--- src/rtl/ifb_pkg.sv ---
// Shared definitions for the instruction fetch buffer: FSM state encodings
// and a width helper for the occupancy counter.
package ifb_pkg;

  // One outstanding read: IDLE may request, WAIT holds the in-flight read,
  // DROP swallows the response of a read that a flush made stale.
  typedef enum logic [1:0] {
    IFB_IDLE = 2'd0,
    IFB_WAIT = 2'd1,
    IFB_DROP = 2'd2
  } ifb_state_e;

  // Occupancy must represent 0..DEPTH inclusive.
  function automatic int occ_width(input int depth);
    return $clog2(depth) + 1;
  endfunction

endpackage

--- src/rtl/ifb_fifo.sv ---
// Synchronous FIFO holding {pc, instr} entries for the fetch buffer.
// Power-of-two depth so the pointers wrap naturally. Flush empties the
// queue and overrides push and pop in the same cycle.
module ifb_fifo
  import ifb_pkg::*;
#(
  parameter int WIDTH = 64,
  parameter int DEPTH = 4
) (
  input  logic                     Clock,
  input  logic                     Reset,
  input  logic                     push,
  input  logic [WIDTH-1:0]         push_data,
  input  logic                     pop,
  input  logic                     flush,
  output logic [WIDTH-1:0]         head,
  output logic                     empty,
  output logic [$clog2(DEPTH):0]   count
);

  localparam int PW = $clog2(DEPTH);
  localparam int CW = occ_width(DEPTH);

  logic [WIDTH-1:0] mem [DEPTH];
  logic [PW-1:0]    wr_ptr;
  logic [PW-1:0]    rd_ptr;
  logic             full;
  logic             do_push;
  logic             do_pop;

  assign empty = (count == '0);
  assign full  = (count == CW'(DEPTH));
  assign head  = mem[rd_ptr];

  // Qualify requests: never pop an empty queue, push into a full queue
  // only when the head leaves in the same cycle.
  always_comb begin
    do_pop  = pop && !empty;
    do_push = push && (!full || do_pop);
  end

  // Pointer, count and storage update; flush has priority over push/pop.
  always_ff @(posedge Clock or negedge Reset) begin
    if (!Reset) begin
      wr_ptr <= '0;
      rd_ptr <= '0;
      count  <= '0;
      for (int i = 0; i < DEPTH; i++) begin
        mem[i] <= '0;
      end
    end else if (flush) begin
      wr_ptr <= '0;
      rd_ptr <= '0;
      count  <= '0;
    end else begin
      if (do_push) begin
        mem[wr_ptr] <= push_data;
        wr_ptr      <= wr_ptr + PW'(1);
      end
      if (do_pop) begin
        rd_ptr <= rd_ptr + PW'(1);
      end
      case ({do_push, do_pop})
        2'b10:   count <= count + CW'(1);
        2'b01:   count <= count - CW'(1);
        default: count <= count;
      endcase
    end
  end

endmodule

--- src/rtl/instr_fetch_buffer.sv ---
// Instruction fetch buffer between Fetch and Decode.
// Reads instruction memory one request at a time for the current PC,
// queues {pc, instr} pairs and hands them to Decode. A taken branch
// (flush) discards queued and in-flight work.
// Optional build macro IFB_BYPASS_EN: a response arriving into an empty
// queue is presented to Decode combinationally in the same cycle.
//
// Handshakes: imem_req/imem_gnt - a request is accepted on a cycle where
// both are high; imem_req, once raised, stays high with imem_addr stable
// until granted (unless a flush withdraws it). imem_rvalid carries one
// response per accepted request. dec_valid/dec_ready - an entry transfers
// on a cycle where both are high; while dec_valid is high and dec_ready
// low, dec_instr/dec_pc are held stable.
module instr_fetch_buffer
  import ifb_pkg::*;
#(
  parameter int DEPTH = 4,
  parameter int AW    = 32,
  parameter int DW    = 32
) (
  input  logic                   Clock,
  input  logic                   Reset,
  input  logic [AW-1:0]          fetch_addr,
  output logic                   fetch_adv,
  input  logic                   flush,
  output logic                   imem_req,
  output logic [AW-1:0]          imem_addr,
  input  logic                   imem_gnt,
  input  logic                   imem_rvalid,
  input  logic [DW-1:0]          imem_rdata,
  output logic                   dec_valid,
  input  logic                   dec_ready,
  output logic [DW-1:0]          dec_instr,
  output logic [AW-1:0]          dec_pc,
  output logic [$clog2(DEPTH):0] occupancy,
  output logic [1:0]             fsm_state
);

  localparam int ENTRY_W = AW + DW;
  localparam int CW      = occ_width(DEPTH);

  ifb_state_e        state;
  logic [AW-1:0]     pend_pc;

  logic [ENTRY_W-1:0] q_head;
  logic               q_empty;
  logic [CW-1:0]      q_count;
  logic               q_push;
  logic               q_pop;
  logic               credit_ok;
  logic               rd_accept;

  // With a single outstanding read, an IDLE request only needs a free slot
  // in the queue; the in-flight read is then the only thing that can fill it.
  assign credit_ok = (q_count < CW'(DEPTH));

  // Request is gated by Reset so it reads low while reset is asserted.
  assign imem_req  = Reset && (state == IFB_IDLE) && !flush && credit_ok;
  assign imem_addr = fetch_addr;

  // Fetch advances once per accepted request, and on a flush so it can
  // load the branch target.
  assign fetch_adv = (imem_req && imem_gnt) || flush;

  // A response is kept only when it belongs to a live (non-flushed) read.
  assign rd_accept = (state == IFB_WAIT) && imem_rvalid && !flush;

  assign occupancy = q_count;
  assign fsm_state = state;

  // Push/pop selection and decode-side output mux.
  always_comb begin
    q_push    = rd_accept;
    q_pop     = !q_empty && dec_ready;
    dec_valid = !q_empty;
    dec_pc    = q_head[ENTRY_W-1:DW];
    dec_instr = q_head[DW-1:0];
`ifdef IFB_BYPASS_EN
    if (rd_accept && q_empty) begin
      dec_valid = 1'b1;
      dec_pc    = pend_pc;
      dec_instr = imem_rdata;
      // Consumed directly by Decode: do not also write it to the queue.
      q_push    = !dec_ready;
    end
`endif
  end

  // Read-tracking FSM: one outstanding read, stale responses dropped.
  always_ff @(posedge Clock or negedge Reset) begin
    if (!Reset) begin
      state   <= IFB_IDLE;
      pend_pc <= '0;
    end else begin
      case (state)
        IFB_IDLE: begin
          if (imem_req && imem_gnt) begin
            pend_pc <= fetch_addr;
            state   <= IFB_WAIT;
          end
        end
        IFB_WAIT: begin
          if (flush) begin
            state <= imem_rvalid ? IFB_IDLE : IFB_DROP;
          end else if (imem_rvalid) begin
            state <= IFB_IDLE;
          end
        end
        IFB_DROP: begin
          if (imem_rvalid) begin
            state <= IFB_IDLE;
          end
        end
        default: state <= IFB_IDLE;
      endcase
    end
  end

  ifb_fifo #(
    .WIDTH (ENTRY_W),
    .DEPTH (DEPTH)
  ) u_fifo (
    .Clock     (Clock),
    .Reset     (Reset),
    .push      (q_push),
    .push_data ({pend_pc, imem_rdata}),
    .pop       (q_pop),
    .flush     (flush),
    .head      (q_head),
    .empty     (q_empty),
    .count     (q_count)
  );

endmodule

--- config.mk ---
export PLATFORM = sky130hd
export DESIGN_NAME = instr_fetch_buffer
export DESIGN_NICKNAME = d
export VERILOG_FILES = /design/src/rtl/ifb_pkg.sv /design/src/rtl/ifb_fifo.sv /design/src/rtl/instr_fetch_buffer.sv
export SDC_FILE = /design/constraint.sdc
export NUM_CORES = 1
export LEC_CHECK = 0
export CAP_MARGIN = 20
export CORE_MARGIN = 5
export CORE_UTILIZATION = 61
export DETAILED_ROUTE_END_ITERATION = 7
export PLACE_DENSITY = 0.95
export RECOVER_POWER = 25
export SETUP_SLACK_MARGIN = 0.3
export SLEW_MARGIN = 20
export SYNTH_ARGS = -nofsm -noshare
export SYNTH_HDL_FRONTEND = slang
export SYNTH_HIERARCHICAL = 1
export SYNTH_SLANG_ARGS = --single-unit
export TNS_END_PERCENT = 5
--- constraint.sdc ---
create_clock -name Clock -period 5.25 [get_ports Clock]
set_clock_uncertainty 0.05 [all_clocks]
set_input_delay 1.575 -clock Clock [delete_from_list [all_inputs] [get_ports Clock]]
set_output_delay 1.575 -clock Clock [all_outputs]
set_load 0.05 [all_outputs]
==> reports/qor.yml <==
ir_drop_v: 0.0003055
crit_fanout: 14
period_minus_slack_ns: 4.763
synthFlopType: "dfrtp_1"
start_util: 0.6186
cts.sinks: 297
post-cts-setup-buffer-count: 0
drt_iter0_drc: 438
crit_arrival_ns: 3.14
gp_congestion: 0.7378
ys_top_cells_by_count: "297 x dfrtp_1, 268 x mux2_4, 64 x mux4_2"
clk-insertion-delay-late_ns: 0.55
wl_per_cell_um: 22.79
syn_nets: 869
async_reset_ff_frac: 1.000
synth_area_leaders: "dfrtp_1 51%, mux2_4 28%, mux4_2 9.9%, buf_12 3.9%, buf_4 1.7%"
core_um2: 23470
hp-class: "reg -> reg"
yosys.cell_types.count: 39
finalMaxSlewViolations: 200
grt.overflow.total: 0
antenna_found_initial: 0
drc: 0
holdPathStages: 1
path_clk_slew_ns: 0.06
yosys.area.top_type: "dfrtp_1"
cts_root_buffer: "clkbuf_16"
end_kind: "output port"
critPathLaunchType: "input port"
required_ns: 3.63
drtAntennaViolNets: 0
slew_headroom: -0.9328
num_vias: 7350
wl_um: 29100
path_class: "in -> out"
ctsResizeCount: 0
htree_levels: 1
rsz0062_at_grt: "no"
synthMostInstantiatedCell: "dfrtp_1"
die_w_um: 164.3
synth_cells: 794
synth_edf_count: 0
max-cap-violations: 3
hp-start: "u_fifo/mem[93]"
n_antenna_cell: 0
timing.final.crit_share: 0.9072
drive_gt1_frac: 0.4572
areaGrowthSynthToFinish_pct: 17.70
synth-seq-area-share: 0.5118
clk_path_buf_depth: 3
fill_cells: 1379
syn_avg_cell_area_um2: 18.29
status: "finished, violations left"
r2r_start: "u_fifo/count[0]"
final_nets: 1011
track_usage: 0.2190
worst_pin_slew_ns: 2.899
drt_pass1_iterations: 4
grt_pass1_wl_um: 46930
p_leak_nw: 8.496
die_h_um: 164.3
ff2ff_setup_slack_ns: 2.05
synth_seq_cells: 297
die_area_um2: 26990
synth_area_um2: 14520
hold_violations: 0
io_pins: 174
power_density_nw_per_um2: 377.3
whs_endpoint: "u_fifo/mem[93]"
dp_hpwl_um: 18190
r2r_end: "u_fifo/mem[52]"
cts_tree: "built"
cts_hold_buf: 0
rr_worst_depth: 7
numCtsBuffers: 30
finalSetupTns_ns: 0
ys.warnings.count: 6
port_buffers: 173
setup_viol: 0
power_mw: 6.448
std_cell_rows: 56
vias_per_cell: 5.756
violations: "max-capacitance violations, max-slew violations"
grt_pass1_vias: 8314
grt_max_degree: 77
synth_top_area_share: 0.5118
fmax_mhz: 210.0
## worst max-delay path by stage
stage / start / end / slack [ns] / cells past startpoint
3_3_place_gp: flush / u_fifo/count[2] / 0.74 / 9
4_1_cts: u_fifo/rd_ptr[0] / dec_instr[22] / 0.54 / 3
6_report: flush / fetch_adv / 0.49 / 6
5_1_grt: flush / fetch_adv / 0.38 / 6
3_5_place_dp: flush / u_fifo/count[2] / 0.69 / 9
2_1_floorplan: flush / fetch_adv / 1.12 / 4
## layout make-up
cell class                 count  area [µm²]  area share
clock buffer                  38       830.8     0.04861
timing repair buffer         194        2002      0.1171
multi-input combinational    408        6161      0.3605
tap                          319       399.1     0.02335
inverter                       5       18.77    0.001098
sequential                   297        7437      0.4352
clock inverter                16       241.5     0.01413
## logic make-up (layout without fill, tap and decap cells)
group / after synthesis / after routing / share of synthesized area
flops: 297 / 297 / 0.5118
fa+ha+maj: 5 / 5 / 0.004826
compound gates: 15 / 15 / 0.006550
simple gates: 31 / 31 / 0.01543
buf+inv: 89 / 253 / 0.06626
xor+xnor: 4 / 4 / 0.002413
mux: 353 / 353 / 0.3927
## sequential cells by signal, indices dropped and copies added (netlist names)
signal         cells
u_fifo/mem       256
pend_pc           32
u_fifo/count       3
fsm_state          2
u_fifo/rd_ptr      2
u_fifo/wr_ptr      2
## worst max-delay path, cell delays in order
cell,delay [ns]
clkdlybuf4s50_1,0.47
clkbuf_1,0.48
nor2_1,0.21
nand3_4,0.13
nand2b_1,0.10
buf_12,0.17
## report_power, final
| part | total (mW) | leakage [nW] | switching [mW] | internal (mW) |
|---|---|---|---|---|
| Combinational | 1.50 | 3.97 | 0.809 | 0.686 |
| Sequential | 2.68 | 4.01 | 0.189 | 2.49 |
| Clock | 2.27 | 0.512 | 0.901 | 1.37 |
| Total | 6.45 | 8.50 | 1.90 | 4.55 |
## layer usage
layer	part of all wire	global-route usage	up-vias
li1	-	-	3168
met1	0.44	0.3088	3969
met2	0.51	0.3668	171
met3	0.039	0.03237	42
met4	0.021	0.04766	0
met5	0	0	-
## cell usage in the layout, fill, tap and decap left out, drive strengths merged, types with 2 or more instances in the layout
master / instances
buf: 20
clkbuf: 42
nand3: 5
nor2: 7
a21oi: 4
o2111ai: 2
mux2: 289
xor2: 3
clkdlybuf4s50: 170
nand2: 4
clkinvlp: 4
dfrtp: 297
ha: 4
o21ai: 4
mux4: 64
bufinv: 5
inv: 6
clkinv: 6
nand4b: 4
## metrics by stage
step | hold slack (ns) | util | instances | cell area (µm²) | setup WS, ns
5_1_grt | 0.4678 | 0.7281 | 1277 | 17090 | 0.3761
3_3_place_gp | 0.4322 | 0.6829 | 1223 | 16030 | 0.7355
4_1_cts | 0.4549 | 0.7286 | 1277 | 17100 | 0.5401
6_report | 0.4519 | 0.7281 | 1277 | 17090 | 0.4873
2_1_floorplan | 0.4238 | - | 794 | 14520 | 1.119
3_5_place_dp | 0.4384 | 0.6829 | 1223 | 16030 | 0.6912
Note: power is estimated with default switching activity, not from simulation.
